File: config.mk
export PLATFORM = sky130hd
export DESIGN_NAME = aoi222_rr_sel_ctrl_flat
export DESIGN_NICKNAME = d
export VERILOG_FILES = /design/src/rtl/aoi222_rr_sel_ctrl_if.sv /design/src/rtl/aoi222_rr_sel_ctrl.sv /design/src/flat_wrapper.sv
export SDC_FILE = /design/constraint.sdc
export NUM_CORES = 1
export LEC_CHECK = 0
export ABC_CLOCK_PERIOD_IN_PS = 2140
export BUFFER_PORTS_ARGS = -buffer_cell sky130_fd_sc_hd__clkbuf_2
export CAP_MARGIN = 20
export CELL_PAD_IN_SITES_DETAIL_PLACEMENT = 1
export CELL_PAD_IN_SITES_GLOBAL_PLACEMENT = 1
export CORE_MARGIN = 2
export CORE_UTILIZATION = 41
export CTS_BUF_LIST = sky130_fd_sc_hd__clkbuf_4 sky130_fd_sc_hd__clkbuf_8
export DETAILED_ROUTE_END_ITERATION = 6
export GPL_TIMING_DRIVEN = 0
export HOLD_SLACK_MARGIN = 0.15
export PLACE_DENSITY_LB_ADDON = 0.1
export RECOVER_POWER = 25
export SLEW_MARGIN = 20
export SYNTH_ARGS = -nofsm -noshare
export SYNTH_HDL_FRONTEND = slang
export SYNTH_SLANG_ARGS = --single-unit
File: constraint.sdc
create_clock -name CLK -period 2.14 [get_ports CLK]
set_input_delay 0.214 -clock CLK [delete_from_list [all_inputs] [get_ports CLK]]
set_output_delay 0.214 -clock CLK [all_outputs]
set_load 0.005 [all_outputs]
File: src/rtl/aoi222_rr_sel_ctrl_if.sv
// Bus bundle between the aoi222 select controller, its three requesters,
// the aoi222 bank output and the downstream consumer.
interface aoi222_rr_sel_ctrl_if #(
  parameter int WIDTH = 8
);
  logic [2:0]       REQ;    // level requests: [0]=A, [1]=B, [2]=C
  logic [2:0]       ACK;    // one-cycle grant-complete pulse
  logic [2:0]       SEL;    // one-hot select to A2/B2/C2 legs
  logic [WIDTH-1:0] ZN;     // inverted mux result from the bank
  logic [WIDTH-1:0] Q;      // captured, re-inverted word
  logic             VALID;  // Q holds a word not yet accepted
  logic             READY;  // downstream accepts Q when VALID && READY
  logic             BUSY;   // controller is not idle

  // Controller side
  modport master (
    input  REQ, ZN, READY,
    output ACK, SEL, Q, VALID, BUSY
  );

  // Requesters / bank / consumer side
  modport slave (
    output REQ, ZN, READY,
    input  ACK, SEL, Q, VALID, BUSY
  );
endinterface

File: src/rtl/aoi222_rr_sel_ctrl.sv
// Select controller for a WIDTH-bit 3:1 mux built from an aoi222 bank.
// Arbitrates three requesters, drives the shared one-hot select legs, holds
// the select for SETTLE+1 cycles, then captures ~ZN and offers it over a
// VALID/READY handshake.
// Build option: define AOI222_RR_SEL_FIXED_PRIO_EN for fixed priority A>B>C
// instead of round-robin; ports and timing are unchanged.
module aoi222_rr_sel_ctrl #(
  parameter int WIDTH  = 8,
  parameter int SETTLE = 1
) (
  input logic                  CLK,
  input logic                  RN,
  aoi222_rr_sel_ctrl_if.master bus
);

  localparam int CW = (SETTLE < 1) ? 1 : $clog2(SETTLE + 1);
  localparam logic [CW-1:0] SETTLE_LOAD = CW'(SETTLE);

  typedef enum logic [1:0] {
    S_IDLE,
    S_SETTLE,
    S_HOLD
  } state_t;

  state_t           r_state, w_state_next;
  logic [2:0]       r_sel, w_sel_next;
  logic [2:0]       r_ack, w_ack_next;
  logic [CW-1:0]    r_cnt, w_cnt_next;
  logic [WIDTH-1:0] r_q, w_q_next;
  logic             r_valid, w_valid_next;
  logic [2:0]       w_grant;

`ifdef AOI222_RR_SEL_FIXED_PRIO_EN
  // Fixed priority A > B > C; no memory of previous grants.
  always_comb begin
    w_grant = 3'b000;
    if (bus.REQ[0])      w_grant = 3'b001;
    else if (bus.REQ[1]) w_grant = 3'b010;
    else if (bus.REQ[2]) w_grant = 3'b100;
  end
`else
  // One-hot last-granted pointer; resets to C so that A wins first.
  logic [2:0] r_last, w_last_next;

  // Round-robin: search starts at the source after the last grant.
  always_comb begin
    w_grant = 3'b000;
    case (r_last)
      3'b001: begin
        if (bus.REQ[1])      w_grant = 3'b010;
        else if (bus.REQ[2]) w_grant = 3'b100;
        else if (bus.REQ[0]) w_grant = 3'b001;
      end
      3'b010: begin
        if (bus.REQ[2])      w_grant = 3'b100;
        else if (bus.REQ[0]) w_grant = 3'b001;
        else if (bus.REQ[1]) w_grant = 3'b010;
      end
      default: begin
        if (bus.REQ[0])      w_grant = 3'b001;
        else if (bus.REQ[1]) w_grant = 3'b010;
        else if (bus.REQ[2]) w_grant = 3'b100;
      end
    endcase
  end
`endif

  // Next-state and datapath decisions; r_sel doubles as the held grant.
  always_comb begin
    w_state_next = r_state;
    w_sel_next   = r_sel;
    w_ack_next   = 3'b000;
    w_cnt_next   = r_cnt;
    w_q_next     = r_q;
    w_valid_next = r_valid;
`ifndef AOI222_RR_SEL_FIXED_PRIO_EN
    w_last_next  = r_last;
`endif
    case (r_state)
      S_IDLE: begin
        if (bus.REQ != 3'b000) begin
          w_sel_next   = w_grant;
          w_cnt_next   = SETTLE_LOAD;
          w_state_next = S_SETTLE;
        end
      end
      S_SETTLE: begin
        if (r_cnt != '0) begin
          w_cnt_next = r_cnt - CW'(1);
        end else begin
          w_q_next     = ~bus.ZN;
          w_valid_next = 1'b1;
          w_ack_next   = r_sel;
          w_sel_next   = 3'b000;
`ifndef AOI222_RR_SEL_FIXED_PRIO_EN
          w_last_next  = r_sel;
`endif
          w_state_next = S_HOLD;
        end
      end
      S_HOLD: begin
        if (bus.READY) begin
          w_valid_next = 1'b0;
          if (bus.REQ != 3'b000) begin
            w_sel_next   = w_grant;
            w_cnt_next   = SETTLE_LOAD;
            w_state_next = S_SETTLE;
          end else begin
            w_state_next = S_IDLE;
          end
        end
      end
      default: begin
        w_state_next = S_IDLE;
        w_sel_next   = 3'b000;
      end
    endcase
  end

  // State register with synchronous active-low reset taking priority.
  always_ff @(posedge CLK) begin
    if (!RN) begin
      r_state <= S_IDLE;
      r_sel   <= 3'b000;
      r_ack   <= 3'b000;
      r_cnt   <= '0;
      r_q     <= '0;
      r_valid <= 1'b0;
`ifndef AOI222_RR_SEL_FIXED_PRIO_EN
      r_last  <= 3'b100;
`endif
    end else begin
      r_state <= w_state_next;
      r_sel   <= w_sel_next;
      r_ack   <= w_ack_next;
      r_cnt   <= w_cnt_next;
      r_q     <= w_q_next;
      r_valid <= w_valid_next;
`ifndef AOI222_RR_SEL_FIXED_PRIO_EN
      r_last  <= w_last_next;
`endif
    end
  end

  assign bus.SEL   = r_sel;
  assign bus.ACK   = r_ack;
  assign bus.Q     = r_q;
  assign bus.VALID = r_valid;
  assign bus.BUSY  = (r_state != S_IDLE);

endmodule

File: src/flat_wrapper.sv
// flat-port wrapper written by rule: the top's interface ports become plain ports
module aoi222_rr_sel_ctrl_flat 
#(
  parameter int WIDTH  = 8,
  parameter int SETTLE = 1
)
  (CLK, RN, bus_REQ, bus_ZN, bus_READY, bus_ACK, bus_SEL, bus_Q, bus_VALID, bus_BUSY);
  aoi222_rr_sel_ctrl_if #(.WIDTH(WIDTH)) bus_i ();
  input logic CLK;
  input logic RN;
  input wire logic [$bits(bus_i.REQ)-1:0] bus_REQ;
  input wire logic [$bits(bus_i.ZN)-1:0] bus_ZN;
  input wire logic [$bits(bus_i.READY)-1:0] bus_READY;
  output wire logic [$bits(bus_i.ACK)-1:0] bus_ACK;
  output wire logic [$bits(bus_i.SEL)-1:0] bus_SEL;
  output wire logic [$bits(bus_i.Q)-1:0] bus_Q;
  output wire logic [$bits(bus_i.VALID)-1:0] bus_VALID;
  output wire logic [$bits(bus_i.BUSY)-1:0] bus_BUSY;
  assign bus_i.REQ = bus_REQ;
  assign bus_i.ZN = bus_ZN;
  assign bus_i.READY = bus_READY;
  assign bus_ACK = bus_i.ACK;
  assign bus_SEL = bus_i.SEL;
  assign bus_Q = bus_i.Q;
  assign bus_VALID = bus_i.VALID;
  assign bus_BUSY = bus_i.BUSY;
  aoi222_rr_sel_ctrl #(.WIDTH(WIDTH), .SETTLE(SETTLE)) u_core (.CLK(CLK), .RN(RN), .bus(bus_i));
endmodule
# Word-level counts from Yosys, hierarchy flattened

Cells that the tools add are included.

Register bits after elaboration: 21
Bits of input ports: 14
Word-level logic and storage cells: 56

Add/sub/neg operators: 1
Eq/ne operators: 7
Muxes and demuxes: 26
Bitwise operators: 4
Reduce and logical (&&, ||, !) cells: 11

Operators with widths:

| kind                | number |
|---|---|
| $mux 3              | 10 |
| $pmux 3 s3          | 1 |
| $mux 2              | 4 |
| $not 8->8           | 1 |
| $mux 1              | 7 |
| $pmux 2 s3          | 1 |
| $pmux 3 s2          | 1 |
| $reduce_and 2->1    | 3 |
| $reduce_and 3->1    | 2 |
| $reduce_bool 3->1   | 2 |
| $ne 2x2->1 const B  | 2 |
| $reduce_bool 2->1   | 2 |
| $eq 3x1->1 const B  | 1 |
| $eq 3x2->1 const B  | 1 |
| $not 1->1           | 3 |
| $pmux 1 s3          | 1 |
| $reduce_or 3->1     | 1 |
| $eq 2x1->1 const B  | 1 |
| $eq 2x2->1 const B  | 1 |
| $logic_not 2->1     | 1 |
| $ne 2x1->1 const B  | 1 |
| $pmux 1 s2          | 1 |
| $sub 1x1->1 const B | 1 |

# Logic depth before layout (Yosys ltp)

Depth after elaboration: 7
Depth in mapped cells: 4
Gate-level depth less buffers: 3

# Least setup slack after synthesis

No wires, ideal clock.

Path kind: register to register
Start: register u_core.r_last[1]
End: register u_core.r_sel[1] (netlist: u_core.bus.SEL[1])
Setup time: 0.131 ns
Arrival: 1.041 ns
Path slack: 0.968 ns
Stages on the path, launching flop included: 4
Buffers on the path: 0
Cells stage by stage: dfxtp_1 -> or4bb_1 -> o2111ai_1 -> mux2i_1

Cells in the longest elaborated chain, start to end: 5
Elaborated cells on any way between the ends: 6
Those cells by class: eq/ne (2); mux (4)

RTL lines:

| what                                            | RTL line                                            | text |
|---|---|---|
| from (decl)                                     | aoi222_rr_sel_ctrl.sv:43                            | `logic [2:0] r_last, w_last_next;` |
| from (signal assigned)                          | aoi222_rr_sel_ctrl.sv:140                           | `r_last <= w_last_next;` |
| $eq 3x2->1 / $eq 3x1->1 (equally long branches) | aoi222_rr_sel_ctrl.sv:48                            | `case (r_last)` |
| $pmux 3 s2 *                                    | aoi222_rr_sel_ctrl.sv:48                            |  |
| $mux 3 *                                        | aoi222_rr_sel_ctrl.sv:81, aoi222_rr_sel_ctrl.sv:104 |  |
| $mux 3                                          | aoi222_rr_sel_ctrl.sv:102                           | `if (bus.READY) begin` |
| $pmux 3 s3 *                                    | aoi222_rr_sel_ctrl.sv:79                            | `case (r_state)` |
| to (signal assigned)                            | aoi222_rr_sel_ctrl.sv:134                           | `r_sel <= w_sel_next;` |
| to (decl)                                       | aoi222_rr_sel_ctrl.sv:26                            | `logic [2:0] r_sel, w_sel_next;` |

Every way passes the cells marked *; elsewhere a longest branch is shown, timed or not. The select of a mux whose other input is x is not followed.
A chain may end at the register's enable or synchronous reset.

# Final worst setup path

Start: register u_core.r_state[0]
End: output port bus_BUSY

Cells in the longest elaborated chain, start to end: 1

RTL lines:

| what                   | RTL line                  | text |
|---|---|---|
| from (decl)            | aoi222_rr_sel_ctrl.sv:25  | `state_t r_state, w_state_next;` |
| from (signal assigned) | aoi222_rr_sel_ctrl.sv:133 | `r_state <= w_state_next;` |
| $reduce_bool 2->1      | aoi222_rr_sel_ctrl.sv:149 | `assign bus.BUSY = (r_state != S_IDLE);` |
| to (decl)              | flat_wrapper.sv:18        | `output wire logic [$bits(bus_i.BUSY)-1:0] bus_BUSY;` |

Every way passes these cells.

==> results_dict.tcl <==
set metrics [dict create \
    start_util_pct 42.62 \
    core_region_area_um2 2170 \
    relSlewSlack_pct 71.10 \
    fin_crit_ns 1.366 \
    pre_cts_slack_ns 0.8281 \
    final.period_utilization_pct 63.82 \
    cp.required_ns 1.93 \
    cts_tree "done" \
    critPathKind "reg -> out" \
    numCtsBuffers 3 \
    postCtsHoldBufs 8 \
    drv_slew 0 \
    post_cts_buffers 0 \
    cts_buffer_depth 2 \
    grt_pass1_vias 782 \
    antenna_cells 0 \
    syn_area_per_cell_um2 10.05 \
    finalHoldViolCount 0 \
    grt_pass1_wl_mm 3.463 \
    viasPerCell 5.112 \
    htreeDepth 1 \
    cts.sinks 21 \
    antenna_found_initial 0 \
    netlist_instances 92 \
    final_cell_area_um2 1212 \
    power_leakage_nw 0.5226 \
    async_flop_share_pct 0 \
    fin_skew_ns 0.006593 \
    cp_max_fo 10 \
    fin_cells 161 \
    gp_congestion 0.7691 \
    synth_edf_count 0 \
    first_pass_iters 4 \
    ys_seq_area_share_pct 45.47 \
    layout-drive-gt1-share_pct 36.09 \
    fin_nets 148 \
    drt_wl_total_mm 2.133 \
    io_buffers 29 \
    rows 17 \
    clock_tree.root_cell "clkbuf_4" \
    placement.cell_area_um2 1105 \
    critPathCaptureType "output port" \
    rsz0062_at_grt "no" \
    worstMarginPinSlew_ns 0.4335 \
    fin_ws_ns 0.7742 \
    max_freq_ghz 0.7322 \
    synthToLayoutAreaGrowth_pct 31.12 \
    setup_viol 0 \
    grt_usage_pct 17.46 \
    syn-num-nets 106 \
    synth_area_um2 924.6 \
    synth_flop_cell "dfxtp_1" \
    grt_max_degree 12 \
    globalRouteOverflowTotal 0 \
    final_antenna_net_count 0 \
    arrival_ns 1.15 \
    wire_per_inst_um 13.25 \
    hpwl_mm 1.557 \
    start_kind "register" \
    maxCapViolCount 0 \
    hp-class "in -> reg" \
    vias 823 \
    chipHeight_um 51.49 \
    place_inst 149 \
    drt_iter0_drc 4 \
    status "finished, final reports clean" \
    fill_cells 277 \
    remaining_drc_errors 0 \
    ys_types 31 \
    dieArea_um2 2651 \
    cts.clk_slew.worst_paths_ns 0.11 \
    die_w_um 51.49 \
    synth_seq_cells 21 \
    cts_resized 0 \
    num_io_pins 30 \
    insertion_delay_ns 0.29 \
    ir_worst_vdd_uv 358.6 \
    fin_hold_ws_ns 0.2308 \
    powerDensity_nw_per_um2 802.0 \
    yosys_warnings 0 \
    finalSetupTns_ns 0 \
]
## Yosys cell counts (2+ instances only)
cell	number	area [µm²]
dfxtp_1	21	420.4
nor2_1	15	56.30
a211oi_2	7	87.58
mux2i_1	5	50.05
nand2_1	5	18.77
inv_1	4	15.01
a211oi_1	3	22.52
and3_1	3	18.77
a21oi_1	2	10.01
buf_2	2	10.01
buf_6	2	22.52
nor2b_1	2	12.51
nor3b_1	2	15.01
o21ai_0	2	10.01
## per-layer routing
| metal | up-vias | GRT usage (%) | part of all wire [%] |
|---|---|---|---|
| met1 | 390 | 21.56 | 44 |
| met4 | 0 | 6.579 | 0.75 |
| li1 | 412 | - | - |
| met3 | 2 | 2.586 | 5.2 |
| met2 | 19 | 30.56 | 50 |
| met5 | - | 0 | 0 |
## final timing paths
kind | startpoint | end | slack [ns] | cells past startpoint
worst min register to register | u_core.bus.SEL[1]$_SDFFE_PN0P_ | u_core.bus.SEL[1]$_SDFFE_PN0P_ | 0.50 | 2
worst min-delay path | bus_READY | u_core.r_state[0]$_SDFFE_PN0P_ | 0.23 | 3
worst max-delay path | u_core.r_state[0]$_SDFFE_PN0P_ | bus_BUSY | 0.77 | 3
worst max register to register | u_core.r_state[1]$_SDFFE_PN0P_ | u_core.r_last[2]$_SDFFE_PN1P_ | 0.80 | 4
## cells by family after synthesis
logic type	count (synthesis)	synth area share [%]
and+or+nand+nor	38	24.09
AOI/OAI and AO/OA	19	19.08
muxes	5	5.413
DFF	21	45.47
buffers and inverters	9	5.954
## critical path: stages, from the launching register on
cell,delay [ns]
dfxtp_1,0.35
buf_6,0.14
or2_2,0.26
clkbuf_2,0.11
## registers in the layout (all words and copies together), names as in the netlist
| register | flops |
|---|---|
| u_core.r_cnt | 1 |
| u_core.bus.VALID | 1 |
| u_core.r_last | 3 |
| u_core.bus.ACK | 3 |
| u_core.bus.SEL | 3 |
| u_core.bus.Q | 8 |
| u_core.r_state | 2 |
## through the flow
stage	util, %	total power [mW]
after floorplan	-	0.6765
after global placement	50.92	0.7648
after detailed placement	50.92	0.7764
after CTS	56.00	0.9843
after global routing	55.88	1.038
final	55.88	0.9724
## layout by cell type, fill, tap and decap left out, types with 2 or more instances in the layout
| cell type | count |
|---|---|
| a211oi_1 | 3 |
| a211oi_2 | 7 |
| a21oi_1 | 2 |
| and3_1 | 3 |
| buf_2 | 2 |
| buf_6 | 2 |
| clkbuf_1 | 2 |
| clkbuf_2 | 27 |
| clkbuf_4 | 4 |
| dfxtp_1 | 21 |
| dlygate4sd3_1 | 8 |
| inv_1 | 4 |
| mux2i_1 | 5 |
| nand2_1 | 5 |
| nor2_1 | 15 |
| nor2b_1 | 2 |
| nor3b_1 | 2 |
| o21ai_0 | 2 |
## layout make-up
type,count,area (µm²),area share (%)
multi-input cells,62,449.2,37.05
flip-flops and latches,21,420.4,34.67
repair buffers,37,222.7,18.37
plain buffers,5,40.04,3.302
well taps,28,35.03,2.890
clock buffers,4,30.03,2.477
inverters,4,15.01,1.238
## report_power, final
| group | total [mW] | internal, mW | switching (mW) |
|---|---|---|---|
| Clock | 0.196 | 0.0850 | 0.111 |
| Combinational | 0.289 | 0.145 | 0.144 |
| Sequential | 0.487 | 0.444 | 0.0434 |
Note: power is estimated with default switching activity, not from simulation.
